<file path="src/rtl/self_test_pkg.sv">
// Shared types and the Intel-HEX record checksum for the self-test monitor.
// Pure declarations; no state, no flow control.
package self_test_pkg;

  localparam int MAX_DATA_W = 64;

  typedef enum logic [2:0] {
    S_RUN,
    S_DRAIN,
    S_DUMP_RD,
    S_DUMP_OUT,
    S_DONE
  } state_t;

  typedef enum logic [1:0] {
    RUNNING = 2'b00,
    PASS    = 2'b01,
    FAIL    = 2'b10,
    TIMEOUT = 2'b11
  } status_t;

  // Record layout: byte count, 16-bit index (hi, lo), type 00, then data bytes.
  function automatic logic [7:0] hex_cksum(input logic [15:0]           idx,
                                           input logic [MAX_DATA_W-1:0] data,
                                           input int                    nbytes);
    logic [7:0] sum;
    sum = 8'(nbytes) + idx[15:8] + idx[7:0];
    for (int i = 0; i < MAX_DATA_W / 8; i++) begin
      if (i < nbytes) sum = sum + data[8*i +: 8];
    end
    return 8'h00 - sum;
  endfunction

endpackage

</file>
<file path="src/rtl/console_fifo.sv">
// Synchronous FIFO, one-cycle write-to-read latency, show-ahead read port.
// Push on full is accepted only when a pop happens in the same cycle.
module console_fifo #(
  parameter  int WIDTH = 9,
  parameter  int DEPTH = 8,
  localparam int AW    = $clog2(DEPTH),
  localparam int CNT_W = AW + 1
) (
  input  logic             CLK,
  input  logic             RST,
  input  logic             push,
  input  logic [WIDTH-1:0] push_data,
  input  logic             pop,
  output logic [WIDTH-1:0] pop_data,
  output logic             full,
  output logic             empty,
  output logic [CNT_W-1:0] count
);

  logic [WIDTH-1:0] mem [DEPTH];
  logic [AW-1:0]    wr_ptr;
  logic [AW-1:0]    rd_ptr;
  logic             do_push;
  logic             do_pop;

  assign full     = (count == CNT_W'(DEPTH));
  assign empty    = (count == '0);
  assign do_pop   = pop && !empty;
  assign do_push  = push && (!full || do_pop);
  assign pop_data = mem[rd_ptr];

  always_ff @(posedge CLK) begin
    if (RST) begin
      wr_ptr <= '0;
      rd_ptr <= '0;
      count  <= '0;
    end else begin
      if (do_push) wr_ptr <= wr_ptr + 1'b1;
      if (do_pop)  rd_ptr <= rd_ptr + 1'b1;
      count <= count + CNT_W'(do_push) - CNT_W'(do_pop);
    end
  end

  always_ff @(posedge CLK) begin
    if (do_push) mem[wr_ptr] <= push_data;
  end

endmodule

</file>
<file path="src/rtl/self_test_monitor.sv">
// Self-test host: bus passthrough with console snoop, termination detect, then RAM dump.
// Console and dump outputs are valid/ready; a full console FIFO stalls the core via core_busy.
module self_test_monitor
  import self_test_pkg::*;
#(
  parameter  int                ADDR_W         = 32,
  parameter  int                DATA_W         = 32,
  parameter  int                NUM_CONSOLE    = 2,
  parameter  logic [ADDR_W-1:0] CONSOLE_BASE   = 32'h0000_0000,
  parameter  logic [ADDR_W-1:0] TOHOST_ADDR    = 32'h0000_0FF0,
  parameter  int                TIMEOUT_CYCLES = 200000,
  parameter  logic [ADDR_W-1:0] DUMP_BASE      = 32'h0000_0000,
  parameter  int                DUMP_WORDS     = 2048,
  parameter  int                FIFO_DEPTH     = 8,
  localparam int                CW             = (NUM_CONSOLE > 1) ? $clog2(NUM_CONSOLE) : 1
) (
  input  logic                CLK,
  input  logic                RST,
  input  logic [ADDR_W-1:0]   core_addr,
  input  logic [DATA_W-1:0]   core_wdata,
  input  logic                core_ren,
  input  logic                core_wen,
  input  logic [DATA_W/8-1:0] core_byte_en,
  output logic [DATA_W-1:0]   core_rdata,
  output logic                core_busy,
  output logic [ADDR_W-1:0]   mem_addr,
  output logic [DATA_W-1:0]   mem_wdata,
  output logic                mem_ren,
  output logic                mem_wen,
  output logic [DATA_W/8-1:0] mem_byte_en,
  input  logic [DATA_W-1:0]   mem_rdata,
  input  logic                mem_busy,
  input  logic                core_halt,
  output logic                con_valid,
  input  logic                con_ready,
  output logic [CW-1:0]       con_chan,
  output logic [7:0]          con_char,
  output logic                dump_valid,
  input  logic                dump_ready,
  output logic [15:0]         dump_index,
  output logic [DATA_W-1:0]   dump_data,
  output logic [7:0]          dump_cksum,
  output logic                dump_done,
  output logic [1:0]          status,
  output logic [DATA_W-1:0]   fail_code,
  output logic [63:0]         cycle_count
);

  localparam int NB     = DATA_W / 8;
  localparam int IDX_W  = ($clog2(DUMP_WORDS) > 16) ? $clog2(DUMP_WORDS) : 16;
  localparam int FCNT_W = $clog2(FIFO_DEPTH) + 1;
  localparam logic [IDX_W-1:0] LAST_IDX = IDX_W'(DUMP_WORDS - 1);

  state_t            state_q, state_d;
  status_t           status_q, status_d;
  logic [DATA_W-1:0] fail_code_q, fail_code_d;
  logic [63:0]       cycle_q, cycle_d;
  logic [IDX_W-1:0]  idx_q, idx_d;
  logic [DATA_W-1:0] word_q, word_d;

  logic              hit;
  logic [CW-1:0]     hit_chan;
  logic              stall;
  logic              tohost_wr;
  logic              fifo_push;
  logic              fifo_pop;
  logic              fifo_full;
  logic              fifo_empty;
  logic [FCNT_W-1:0] fifo_count;
  logic [CW+7:0]     fifo_rd_dat;

  always_comb begin
    hit      = 1'b0;
    hit_chan = '0;
    for (int i = 0; i < NUM_CONSOLE; i++) begin
      if (core_wen && core_addr == CONSOLE_BASE + ADDR_W'(4 * i)) begin
        hit      = 1'b1;
        hit_chan = CW'(i);
      end
    end
  end

  // A pop in the same cycle frees the slot, so a full FIFO only stalls without one.
  assign fifo_pop  = !fifo_empty && con_ready;
  assign stall     = (state_q == S_RUN) && hit && fifo_full && !fifo_pop;
  assign con_valid = !fifo_empty;
  assign con_chan  = fifo_rd_dat[CW+7:8];
  assign con_char  = fifo_rd_dat[7:0];

  console_fifo #(
    .WIDTH (CW + 8),
    .DEPTH (FIFO_DEPTH)
  ) u_console_fifo (
    .CLK       (CLK),
    .RST       (RST),
    .push      (fifo_push),
    .push_data ({hit_chan, core_wdata[DATA_W-1 -: 8]}),
    .pop       (fifo_pop),
    .pop_data  (fifo_rd_dat),
    .full      (fifo_full),
    .empty     (fifo_empty),
    .count     (fifo_count)
  );

  always_comb begin
    state_d     = state_q;
    status_d    = status_q;
    fail_code_d = fail_code_q;
    cycle_d     = cycle_q;
    idx_d       = idx_q;
    word_d      = word_q;
    mem_addr    = '0;
    mem_wdata   = '0;
    mem_ren     = 1'b0;
    mem_wen     = 1'b0;
    mem_byte_en = '0;
    core_rdata  = '0;
    core_busy   = 1'b1;
    fifo_push   = 1'b0;
    tohost_wr   = 1'b0;
    dump_valid  = 1'b0;
    dump_done   = 1'b0;

    case (state_q)
      S_RUN: begin
        mem_addr    = core_addr;
        mem_wdata   = core_wdata;
        mem_ren     = core_ren;
        mem_wen     = core_wen && !stall;
        mem_byte_en = core_byte_en;
        core_rdata  = mem_rdata;
        core_busy   = mem_busy || stall;
        fifo_push   = hit && !core_busy;
        tohost_wr   = core_wen && !core_busy && core_addr == TOHOST_ADDR && core_wdata != '0;
        if (tohost_wr) begin
          status_d = (core_wdata == DATA_W'(1)) ? PASS : FAIL;
          if (core_wdata != DATA_W'(1)) fail_code_d = core_wdata >> 1;
          state_d = S_DRAIN;
        end else if (core_halt) begin
          status_d = PASS;
          state_d  = S_DRAIN;
        end else if (cycle_q == 64'(TIMEOUT_CYCLES - 1)) begin
          status_d = TIMEOUT;
          state_d  = S_DRAIN;
        end else begin
          cycle_d = cycle_q + 64'd1;
        end
      end
      S_DRAIN: begin
        if (fifo_count == '0) state_d = S_DUMP_RD;
      end
      S_DUMP_RD: begin
        mem_ren     = 1'b1;
        mem_addr    = DUMP_BASE + ADDR_W'({idx_q, 2'b00});
        mem_byte_en = '1;
        if (!mem_busy) begin
          word_d = mem_rdata;
          if (mem_rdata != '0) begin
            state_d = S_DUMP_OUT;
          end else if (idx_q == LAST_IDX) begin
            state_d = S_DONE;
          end else begin
            idx_d = idx_q + 1'b1;
          end
        end
      end
      S_DUMP_OUT: begin
        dump_valid = 1'b1;
        if (dump_ready) begin
          if (idx_q == LAST_IDX) begin
            state_d = S_DONE;
          end else begin
            idx_d   = idx_q + 1'b1;
            state_d = S_DUMP_RD;
          end
        end
      end
      S_DONE: begin
        dump_done = 1'b1;
      end
      default: state_d = S_RUN;
    endcase
  end

  always_ff @(posedge CLK) begin
    if (RST) begin
      state_q     <= S_RUN;
      status_q    <= RUNNING;
      fail_code_q <= '0;
      cycle_q     <= '0;
      idx_q       <= '0;
      word_q      <= '0;
    end else begin
      state_q     <= state_d;
      status_q    <= status_d;
      fail_code_q <= fail_code_d;
      cycle_q     <= cycle_d;
      idx_q       <= idx_d;
      word_q      <= word_d;
    end
  end

  assign status      = status_q;
  assign fail_code   = fail_code_q;
  assign cycle_count = cycle_q;
  assign dump_index  = idx_q[15:0];
  assign dump_data   = word_q;
  assign dump_cksum  = hex_cksum(idx_q[15:0], MAX_DATA_W'(word_q), NB);

endmodule

</file>
<file path="config.mk">
export PLATFORM = sky130hd
export DESIGN_NAME = self_test_monitor
export DESIGN_NICKNAME = d
export VERILOG_FILES = /design/src/rtl/self_test_pkg.sv /design/src/rtl/console_fifo.sv /design/src/rtl/self_test_monitor.sv
export SDC_FILE = /design/constraint.sdc
export NUM_CORES = 1
export LEC_CHECK = 0
export ABC_AREA = 1
export BUFFER_PORTS_ARGS = -buffer_cell sky130_fd_sc_hd__buf_2
export CAP_MARGIN = 10
export CORE_MARGIN = 3
export CORE_UTILIZATION = 52
export CTS_BUF_LIST = sky130_fd_sc_hd__clkbuf_8
export DETAILED_ROUTE_END_ITERATION = 8
export PLACE_DENSITY_LB_ADDON = 0.15
export SKIP_LAST_GASP = 1
export SYNTH_ARGS = -nofsm -noshare
export SYNTH_HDL_FRONTEND = slang
export SYNTH_SLANG_ARGS = --single-unit
</file>
<file path="constraint.sdc">
create_clock -name CLK -period 4.1 [get_ports CLK]
set_input_delay 0.205 -clock CLK [delete_from_list [all_inputs] [get_ports CLK]]
set_output_delay 0.205 -clock CLK [all_outputs]
set_load 0.005 [all_outputs]
</file>
# After elaboration in Yosys (flattened, before gate mapping)
# Memories as Yosys holds them, arrays and structs flattened. A register that Yosys moved wholly into a read port is not among the register bits.
# Cells that the tools add are included.
# op_classes
add_sub_neg	13
eq_ne	17
n_mux	36
bitwise	5
n_reduce_logical	33
# ops
cell	n
64-bit by 1-bit adder with 64-bit output (second input constant)	1
64-bit by 18-bit == test with 1-bit output (second input constant)	1
16-bit 2-to-1 mux	4
32-bit 2-to-1 mux	2
32-bit one-hot mux with 2 select lines	1
32-bit nonzero test	2
8-bit adder	5
3-bit 2-to-1 mux	11
32-bit by 1-bit == test with 1-bit output (second input constant)	1
32-bit by 12-bit == test with 1-bit output (second input constant)	1
32-bit by 3-bit == test with 1-bit output (second input constant)	1
32-bit logical NOT	1
32-bit by 1-bit != test with 1-bit output (second input constant)	1
16-bit one-hot mux with 2 select lines	1
16-bit by 1-bit adder with 16-bit output (second input constant)	1
16-bit by 11-bit == test with 1-bit output (second input constant)	1
3-bit one-hot mux with 5 select lines	1
1-bit logical AND	13
1-bit 2-to-1 mux	10
3-bit by 8-bit adder with 8-bit output (first input constant)	1
2-bit 2-to-1 mux	4
4-bit one-hot mux with 2 select lines	1
4-bit AND reduction	2
1-bit by 8-bit subtractor with 8-bit output (first input constant)	1
other kinds (22)	36
# totals
regBits	158
mem_bits_rw	72
inputBits	108
output_inout_bits	269
wordCells	114
n_memories	1
# mem_list
memory	depth	width	rd	rd_clocked_by_memory_dff	wr	line	rtl
u_console_fifo.mem	8	9	1	1	1	console_fifo.sv:20	logic [WIDTH-1:0] mem [DEPTH];

# Logic depth before layout (Yosys ltp)
# Gate-level depths: netlist of run 1.
# logic_depth
ltp_word	14
mapped_depth	16
depth_no_buf	16

# By module
# From an unflattened synthesis of run 1, not the netlist that was laid out.
# unflattened
cells_unflattened	2031
area_unflattened_um2	14079.8
# modules_own_cells
mod	n_inst	cells_per_inst	area_each_um2	seq_area_each_um2
self_test_monitor	1	1718	10528.8	2962.8
console_fifo	1	313	3550.9	2422.3

# Worst setup path before layout of run 1
# OpenSTA, ideal clock, no wires.
# synth_path
path_kind	register to output
from	register idx_q[11] (netlist: dump_index[11])
to	output dump_cksum[6]
t_arrival_ns	3.374
required_ns	3.895
setup_slack_ns	0.521
stages_incl_launch_ff	16
path_buffers	1
cell_sequence	dfxtp_1 clkbuf_1 inv_1 fa_1 inv_1 fa_1 fa_1 inv_1 ha_1 nand2_1 nor2_1 a211oi_1 nor2_1 o21ai_0 nand2_1 xor2_1
# synth_via
elab_chain_cells	7
# synth_rtl
element	line	rtl
from (decl)	self_test_monitor.sv:58	logic [IDX_W-1:0] idx_q, idx_d;
from (signal assigned)	self_test_monitor.sv:198	idx_q <= idx_d;
3-bit by 8-bit adder with 8-bit output	self_test_pkg.sv:27	sum = 8'(nbytes) + idx[15:8] + idx[7:0];
8-bit adder	self_test_pkg.sv:27	
8-bit adder (4 in a row)	self_test_pkg.sv:29	if (i < nbytes) sum = sum + data[8*i +: 8];
1-bit by 8-bit subtractor with 8-bit output	self_test_pkg.sv:31	return 8'h00 - sum;
to (decl)	self_test_monitor.sv:42	output logic [7:0] dump_cksum,
# No other way between the ends.

# Final worst setup path of run 1
# layout_path
from	register idx_q[10] (netlist: dump_index[10])
to	output dump_cksum[7]
# The elaborated chain is that of the path after synthesis.

==> impl_metrics.env, run 1 <==
export IMPL_hold_worst_slack_ps=21.0
export IMPL_ys_warnings_count=0
export IMPL_vias=14100
export IMPL_synth_net_count=2027
export IMPL_peak_fanout_along_the_critical_path=5
export IMPL_grt_antenna_before_repair=0
export IMPL_initial_utilization_pct=53.2
export IMPL_synth_top_area_cells="sky130_fd_sc_hd__dfxtp_1 24%, sky130_fd_sc_hd__edfxtp_1 16%, sky130_fd_sc_hd__nand2_1 9.7%"
export IMPL_ctsRootBufferMaster="sky130_fd_sc_hd__clkbuf_8"
export IMPL_clock_tree_htree_level_count=2
export IMPL_timing_max_transition_violations_final=0
export IMPL_ir_worst_vdd_mv=0.348
export IMPL_critPathArrivalTime_ps=3750
export IMPL_synthFlopType="sky130_fd_sc_hd__dfxtp_1"
export IMPL_rsz0062_at_grt="true"
export IMPL_ctsLongestPathBuffers=3
export IMPL_synth_cells=1873
export IMPL_drive_gt1_share_pct=21.8
export IMPL_synth_edf_count=72
export IMPL_multi_input_comb_area_sq_um=6770
export IMPL_antenna_diode_count=0
export IMPL_seq_area_sq_um=5400
export IMPL_syn_area_sq_um=13500
export IMPL_grt_start_max_net_pins=89
export IMPL_die_area_sq_um=27900
export IMPL_tritoncts_num_buffers=41
export IMPL_transition_time_of_the_tightest_slew_check_pin_ps=1040
export IMPL_later_pin_clock_latency_in_the_skew_report_ps=560
export IMPL_tritoncts_clock_tree="built"
export IMPL_critical_path_class="reg -> out"
export IMPL_cts_sinks=233
export IMPL_synth_seq_area_share_pct=39.9
export IMPL_setup_viol=0
export IMPL_category_of_the_worst_setup_path_launch_point="flop"
export IMPL_final_hold_viol_count=0
export IMPL_timing_critical_path_required_ps=3890
export IMPL_floorplan_die_width_microns=167
export IMPL_dpl_cell_area_sq_um=15500
export IMPL_drt_vias_per_instance=5.34
export IMPL_synth_async_reset_ratio_pct=0
export IMPL_worst_hold_path_type="in -> reg"
export IMPL_floorplan_core_area_sq_um=25300
export IMPL_timing_max_slew_rel_slack_pct=30.5
export IMPL_yosys_register_bits=233
export IMPL_first_pass_iters=6
export IMPL_grt_first_pass_wirelength_mm=73.2
export IMPL_post_dp_hpwl_mm=35.1
export IMPL_route_detailed_wl_per_inst_microns=17.8
export IMPL_synth_top_area_share_pct=23.9
export IMPL_globalRouteTotalUtil_pct=32.4
export IMPL_rrSetupSlack_ps=1150
export IMPL_timing_critical_path_to_type="primary output"
export IMPL_avgSynthCellArea_sq_um=7.20
export IMPL_clkSlewWorstSetupHoldPaths_ps=60
export IMPL_run_status="completed"
export IMPL_die_y_microns=167
export IMPL_overflow=0
export IMPL_leakage_dissipation_nw=7.65
export IMPL_min_period_over_period_pct=96.4
export IMPL_netlist_top_cells_count="350 x sky130_fd_sc_hd__nand2_1, 318 x sky130_fd_sc_hd__nor2_1, 269 x sky130_fd_sc_hd__inv_1"
export IMPL_vias_in_the_first_global_route=13700
export IMPL_num_nets_final=2439
export IMPL_nFillCells=2268
export IMPL_yosys_cell_count_top_type="sky130_fd_sc_hd__nand2_1"
export IMPL_io_pins=377
export IMPL_power_density_cell_area_nw_per_um2=441
export IMPL_drt_first_iter_violations=1071
export IMPL_antenna_violating_nets_post_route=0
export IMPL_placement_rows=58
export IMPL_finish_instance_area_sq_um=17000
export IMPL_period_minus_slack_ps=3950
export IMPL_drt_total_wl_mm=47.0
export IMPL_cap_viol_max_count=0
export IMPL_timing_clock_skew_ps=39.4
export IMPL_area_growth_pct=25.7
export IMPL_synth_top_cell_by_area="sky130_fd_sc_hd__dfxtp_1"
export IMPL_timing_fmax_ghz=0.253
export IMPL_route_detailed_drc=0
export IMPL_portBuffers=375
export IMPL_gpl_wtd_cong=0.976
export IMPL_synth_lib_cells_used_distinct=42
cell families (layout without fill, tap and decap cells):
logic type	after synthesis	count (layout)	share of synthesized area [%]
AND/OR/NAND/NOR	858	858	26.8
flip-flops	233	233	39.9
adder cells (fa/ha/maj)	46	46	5.83
other	1	1	0.0278
AO/OA/AOI/OAI	300	300	11.5
XOR/XNOR	86	86	5.59
buffers and inverters	349	791	10.4
sequential cells by signal (all words and copies together) (netlist names), named ones only:
register               cells
cycle_count               64
dump_data                 32
dump_index                16
fail_code                 31
state_q                    3
status                     2
u_console_fifo.count       4
u_console_fifo.mem        72
u_console_fifo.rd_ptr      3
u_console_fifo.wr_ptr      3
where the power goes:
group | leakage, nW | internal [W] | switching (W)
sequential | 1.94 | 0.00247 | 0.0000909
combinational | 5.24 | 0.00105 | 0.00171
clock | 0.479 | 0.00116 | 0.000982
total | 7.65 | 0.00469 | 0.00279
layer usage:
metal / wire (microns) / share of wire (%) / vias to the layer above / global-route usage [%]
met3: 3400 / 7.2 / 134 / 5.25
met1: 18100 / 39 / 6527 / 38.7
met2: 23300 / 50 / 646 / 57.5
met5: 0 / 0 / - / 0
met4: 2090 / 4.5 / 0 / 14.4
li1: - / - / 6807 / -
layout make-up:
cell class                      count  area share (%)
Clock buffer                       49            3.98
Timing Repair Buffer              443            14.8
Tap cell                          330            2.44
Clock inverter                     24           0.893
Multi-Input combinational cell   1291            39.9
Sequential cell                   233            31.9
Inverter                          275            6.10
path summary, 6_finish.rpt:
kind | from | to | cells after the start
setup / recovery | dump_index[10] | dump_cksum[7] | 13
hold / removal | mem_rdata[29] | dump_data[29] | 3
setup reg to reg | state_q[0] | u_console_fifo.mem[6][5] | 10
hold reg to reg | status[1] | status[1] | 2
worst max-delay path: stages, from the launching register on:
cell and delay, ps:
sky130_fd_sc_hd__dfxtp_4 370, sky130_fd_sc_hd__inv_4 50, sky130_fd_sc_hd__fa_1 480, sky130_fd_sc_hd__fa_1 540, sky130_fd_sc_hd__inv_1 50, sky130_fd_sc_hd__fa_1 480, sky130_fd_sc_hd__buf_4 160, sky130_fd_sc_hd__fa_2 410
sky130_fd_sc_hd__o21ai_2 200, sky130_fd_sc_hd__a21oi_2 70, sky130_fd_sc_hd__inv_1 60, sky130_fd_sc_hd__a21oi_2 50, sky130_fd_sc_hd__xor2_1 140, sky130_fd_sc_hd__buf_2 120
layout by cell type, fill, tap and decap left out, types with 6 or more instances in the layout:
cell / count
sky130_fd_sc_hd__nor3_1: 42
sky130_fd_sc_hd__xnor2_1: 18
sky130_fd_sc_hd__fa_1: 27
sky130_fd_sc_hd__o22ai_1: 19
sky130_fd_sc_hd__xor2_1: 68
sky130_fd_sc_hd__clkbuf_8: 49
sky130_fd_sc_hd__dlygate4sd3_1: 48
sky130_fd_sc_hd__buf_2: 375
sky130_fd_sc_hd__a21oi_1: 152
sky130_fd_sc_hd__nand3_1: 72
sky130_fd_sc_hd__o21ai_0: 112
sky130_fd_sc_hd__edfxtp_1: 72
sky130_fd_sc_hd__nand2_1: 349
sky130_fd_sc_hd__inv_2: 8
sky130_fd_sc_hd__ha_1: 15
sky130_fd_sc_hd__buf_4: 20
sky130_fd_sc_hd__a31oi_1: 9
sky130_fd_sc_hd__nor2_1: 318
sky130_fd_sc_hd__clkinv_2: 8
sky130_fd_sc_hd__dfxtp_1: 154
sky130_fd_sc_hd__inv_1: 274
sky130_fd_sc_hd__or2_2: 6
sky130_fd_sc_hd__nand4_1: 46
per-stage QoR:
stage | utilization [%] | TNS (ps) | setup slack, ps | cells | total power [W]
5_1_grt | 66.9 | -27.6 | -14.3 | 2645 | 0.00795
2_1_floorplan | - | 0 | 521 | 1873 | 0.00418
4_1_cts | 66.7 | 0 | 0.713 | 2643 | 0.00744
6_report | 66.9 | 0 | 147 | 2645 | 0.00747
3_5_place_dp | 61.4 | 0 | 275 | 2521 | 0.00523
3_3_place_gp | 61.4 | 0 | 398 | 2521 | 0.00520
timing repair:
action,in CTS,in global routing
setup buffers,1,2
hold buffers,48,0
hold endpoints to repair,87,0
setup endpoints to repair,3,3
pin swaps,2,13
resized for setup,13,16
Power figures use the tool's default switching activity.
==> inputs of run 2 (changes only) <==
--- a/config.mk
+++ b/config.mk
@@ -6,7 +6,7 @@
 export NUM_CORES = 1
 export LEC_CHECK = 0
 export ABC_AREA = 1
-export BUFFER_PORTS_ARGS = -buffer_cell sky130_fd_sc_hd__buf_2
+export BUFFER_PORTS_ARGS = -buffer_cell sky130_fd_sc_hd__buf_4
 export CAP_MARGIN = 10
 export CORE_MARGIN = 3
 export CORE_UTILIZATION = 52
==> impl_metrics.env, run 2 (synthesis gave the netlist of run 1 again) <==
export IMPL_timing_critical_path_required_ps=3890
export IMPL_overflow=0
export IMPL_clkSlewWorstSetupHoldPaths_ps=60
export IMPL_num_nets_final=2444
export IMPL_layout_common_cells="393 x sky130_fd_sc_hd__buf_4, 349 x sky130_fd_sc_hd__nand2_1, 318 x sky130_fd_sc_hd__nor2_1"
export IMPL_period_minus_slack_ps=3960
export IMPL_vias=14300
export IMPL_route_detailed_wl_per_inst_microns=18.3
export IMPL_ctsLongestPathBuffers=3
export IMPL_dpl_cell_area_sq_um=16500
export IMPL_area_growth_pct=33.5
export IMPL_worst_hold_path_type="in -> reg"
export IMPL_min_period_over_period_pct=96.5
export IMPL_cap_viol_max_count=0
export IMPL_tritoncts_clock_tree="built"
export IMPL_drt_vias_per_instance=5.39
export IMPL_peak_fanout_along_the_critical_path=2
export IMPL_category_of_the_worst_setup_path_launch_point="flop"
export IMPL_largest_register="u_console_fifo.mem"
export IMPL_post_dp_hpwl_mm=36.3
export IMPL_timing_max_slew_rel_slack_pct=26.3
export IMPL_setup_tns_final_ps=0
export IMPL_floorplan_die_width_microns=167
export IMPL_run_status="completed"
export IMPL_overall_power_after_layout_w=0.00796
export IMPL_placement_rows=58
export IMPL_tritoncts_num_buffers=40
export IMPL_grt_start_max_net_pins=71
export IMPL_die_y_microns=167
export IMPL_antenna_diode_count=0
export IMPL_grt_antenna_before_repair=0
export IMPL_vias_in_the_first_global_route=13700
export IMPL_ir_worst_vdd_mv=0.410
export IMPL_floorplan_core_area_sq_um=25300
export IMPL_leakage_dissipation_nw=7.83
export IMPL_drive_gt1_share_pct=22.5
export IMPL_io_pins=377
export IMPL_rrSetupSlack_ps=1160
export IMPL_die_area_sq_um=27900
export IMPL_timing_max_transition_violations_final=0
export IMPL_initial_utilization_pct=53.2
export IMPL_ctsRootBufferMaster="sky130_fd_sc_hd__clkbuf_8"
export IMPL_later_pin_clock_latency_in_the_skew_report_ps=560
export IMPL_rsz0062_at_grt="true"
export IMPL_timing_clock_skew_ps=18.3
export IMPL_gpl_wtd_cong=0.969
export IMPL_timing_fmax_ghz=0.253
export IMPL_most_common_cell_after_layout_fill_and_taps_aside="sky130_fd_sc_hd__buf_4"
export IMPL_antenna_violating_nets_post_route=0
export IMPL_final_core_utilization_pct=71.1
export IMPL_setup_viol=0
export IMPL_final_hold_viol_count=0
export IMPL_first_pass_iters=6
export IMPL_finish_instance_area_sq_um=18000
export IMPL_drt_first_iter_violations=1213
export IMPL_globalRouteTotalUtil_pct=33.0
export IMPL_largest_reg_flops=72
export IMPL_cts_sinks=233
export IMPL_power_density_cell_area_nw_per_um2=442
export IMPL_clock_tree_htree_level_count=2
export IMPL_drt_total_wl_mm=48.4
export IMPL_grt_first_pass_wirelength_mm=74.3
export IMPL_transition_time_of_the_tightest_slew_check_pin_ps=1100
export IMPL_portBuffers=375
export IMPL_critical_path_class="reg -> out"
export IMPL_route_detailed_drc=0
export IMPL_critPathArrivalTime_ps=3750
export IMPL_timing_critical_path_to_type="primary output"
==> run 2: cell count changes in the layout (fill, tap and decap cells not counted), moves of 3 or more <==
cell and delta:
sky130_fd_sc_hd__dfxtp_1 -7, sky130_fd_sc_hd__fa_2 +3, sky130_fd_sc_hd__inv_2 +8, sky130_fd_sc_hd__clkinv_2 -3
sky130_fd_sc_hd__buf_2 -375, sky130_fd_sc_hd__dlygate4sd3_1 +7, sky130_fd_sc_hd__dfxtp_2 +7, sky130_fd_sc_hd__buf_4 +373
sky130_fd_sc_hd__fa_1 -3, sky130_fd_sc_hd__inv_1 -9
==> run 2: critical path, cell delays in order, from the launching register on <==
cell and delay, ps:
sky130_fd_sc_hd__dfxtp_2 330, sky130_fd_sc_hd__inv_2 50, sky130_fd_sc_hd__fa_1 510, sky130_fd_sc_hd__fa_1 530, sky130_fd_sc_hd__inv_2 40, sky130_fd_sc_hd__fa_2 440
sky130_fd_sc_hd__inv_1 70, sky130_fd_sc_hd__ha_2 160, sky130_fd_sc_hd__inv_2 50, sky130_fd_sc_hd__fa_2 400, sky130_fd_sc_hd__o21ai_2 170, sky130_fd_sc_hd__a21oi_2 70
sky130_fd_sc_hd__inv_1 70, sky130_fd_sc_hd__a21oi_2 50, sky130_fd_sc_hd__xor2_1 140, sky130_fd_sc_hd__buf_4 130
==> run 2: metrics by stage <==
| stage | setup WS (ps) | cells | hold WS, ps |
|---|---|---|---|
| 2_1_floorplan | 521 | 1873 | 304 |
| 6_report | 142 | 2648 | 24.8 |
| 3_3_place_gp | 359 | 2516 | 448 |
| 5_1_grt | -18.5 | 2648 | 18.0 |
| 3_5_place_dp | 283 | 2516 | 461 |
| 4_1_cts | -12.0 | 2642 | 6.45 |
==> run 2: worst paths after layout <==
kind,from,end,cells past startpoint
min reg2reg,u_console_fifo.rd_ptr[2],u_console_fifo.rd_ptr[2],2
min,mem_rdata[6],dump_data[6],3
max,dump_data[25],dump_cksum[7],15
max reg2reg,state_q[0],u_console_fifo.mem[6][5],10
==> run 2: final cells by class <==
type,instances,area (sq um)
fill,2135,7320
clock buffer,49,674
timing repair buffer,449,3520
multi-input combinational,1291,6780
tap,330,413
sequential,233,5410
clock inverter,21,168
inverter,275,1040
==> run 2: power by group <==
group	switching, W	internal [W]
combinational	0.00178	0.00141
clock	0.000978	0.00122
sequential	0.000100	0.00247
total	0.00286	0.00510
==> run 2: per-layer routing <==
layer	wire length [microns]	part of all wire, %	global-route usage (%)
met5	0	0	0
met4	2210	4.6	14.8
met3	3290	6.8	4.75
met2	24500	51	59.5
met1	18400	38	39.0
==> run 2: timing repair <==
item | CTS | global route
pin swaps | 3 | 21
endpoints found under the setup margin | 4 | 2
hold buffers | 55 | 0
resized for setup | 17 | 32
hold endpoints to repair | 115 | 0
buffers inserted | 1 | 6
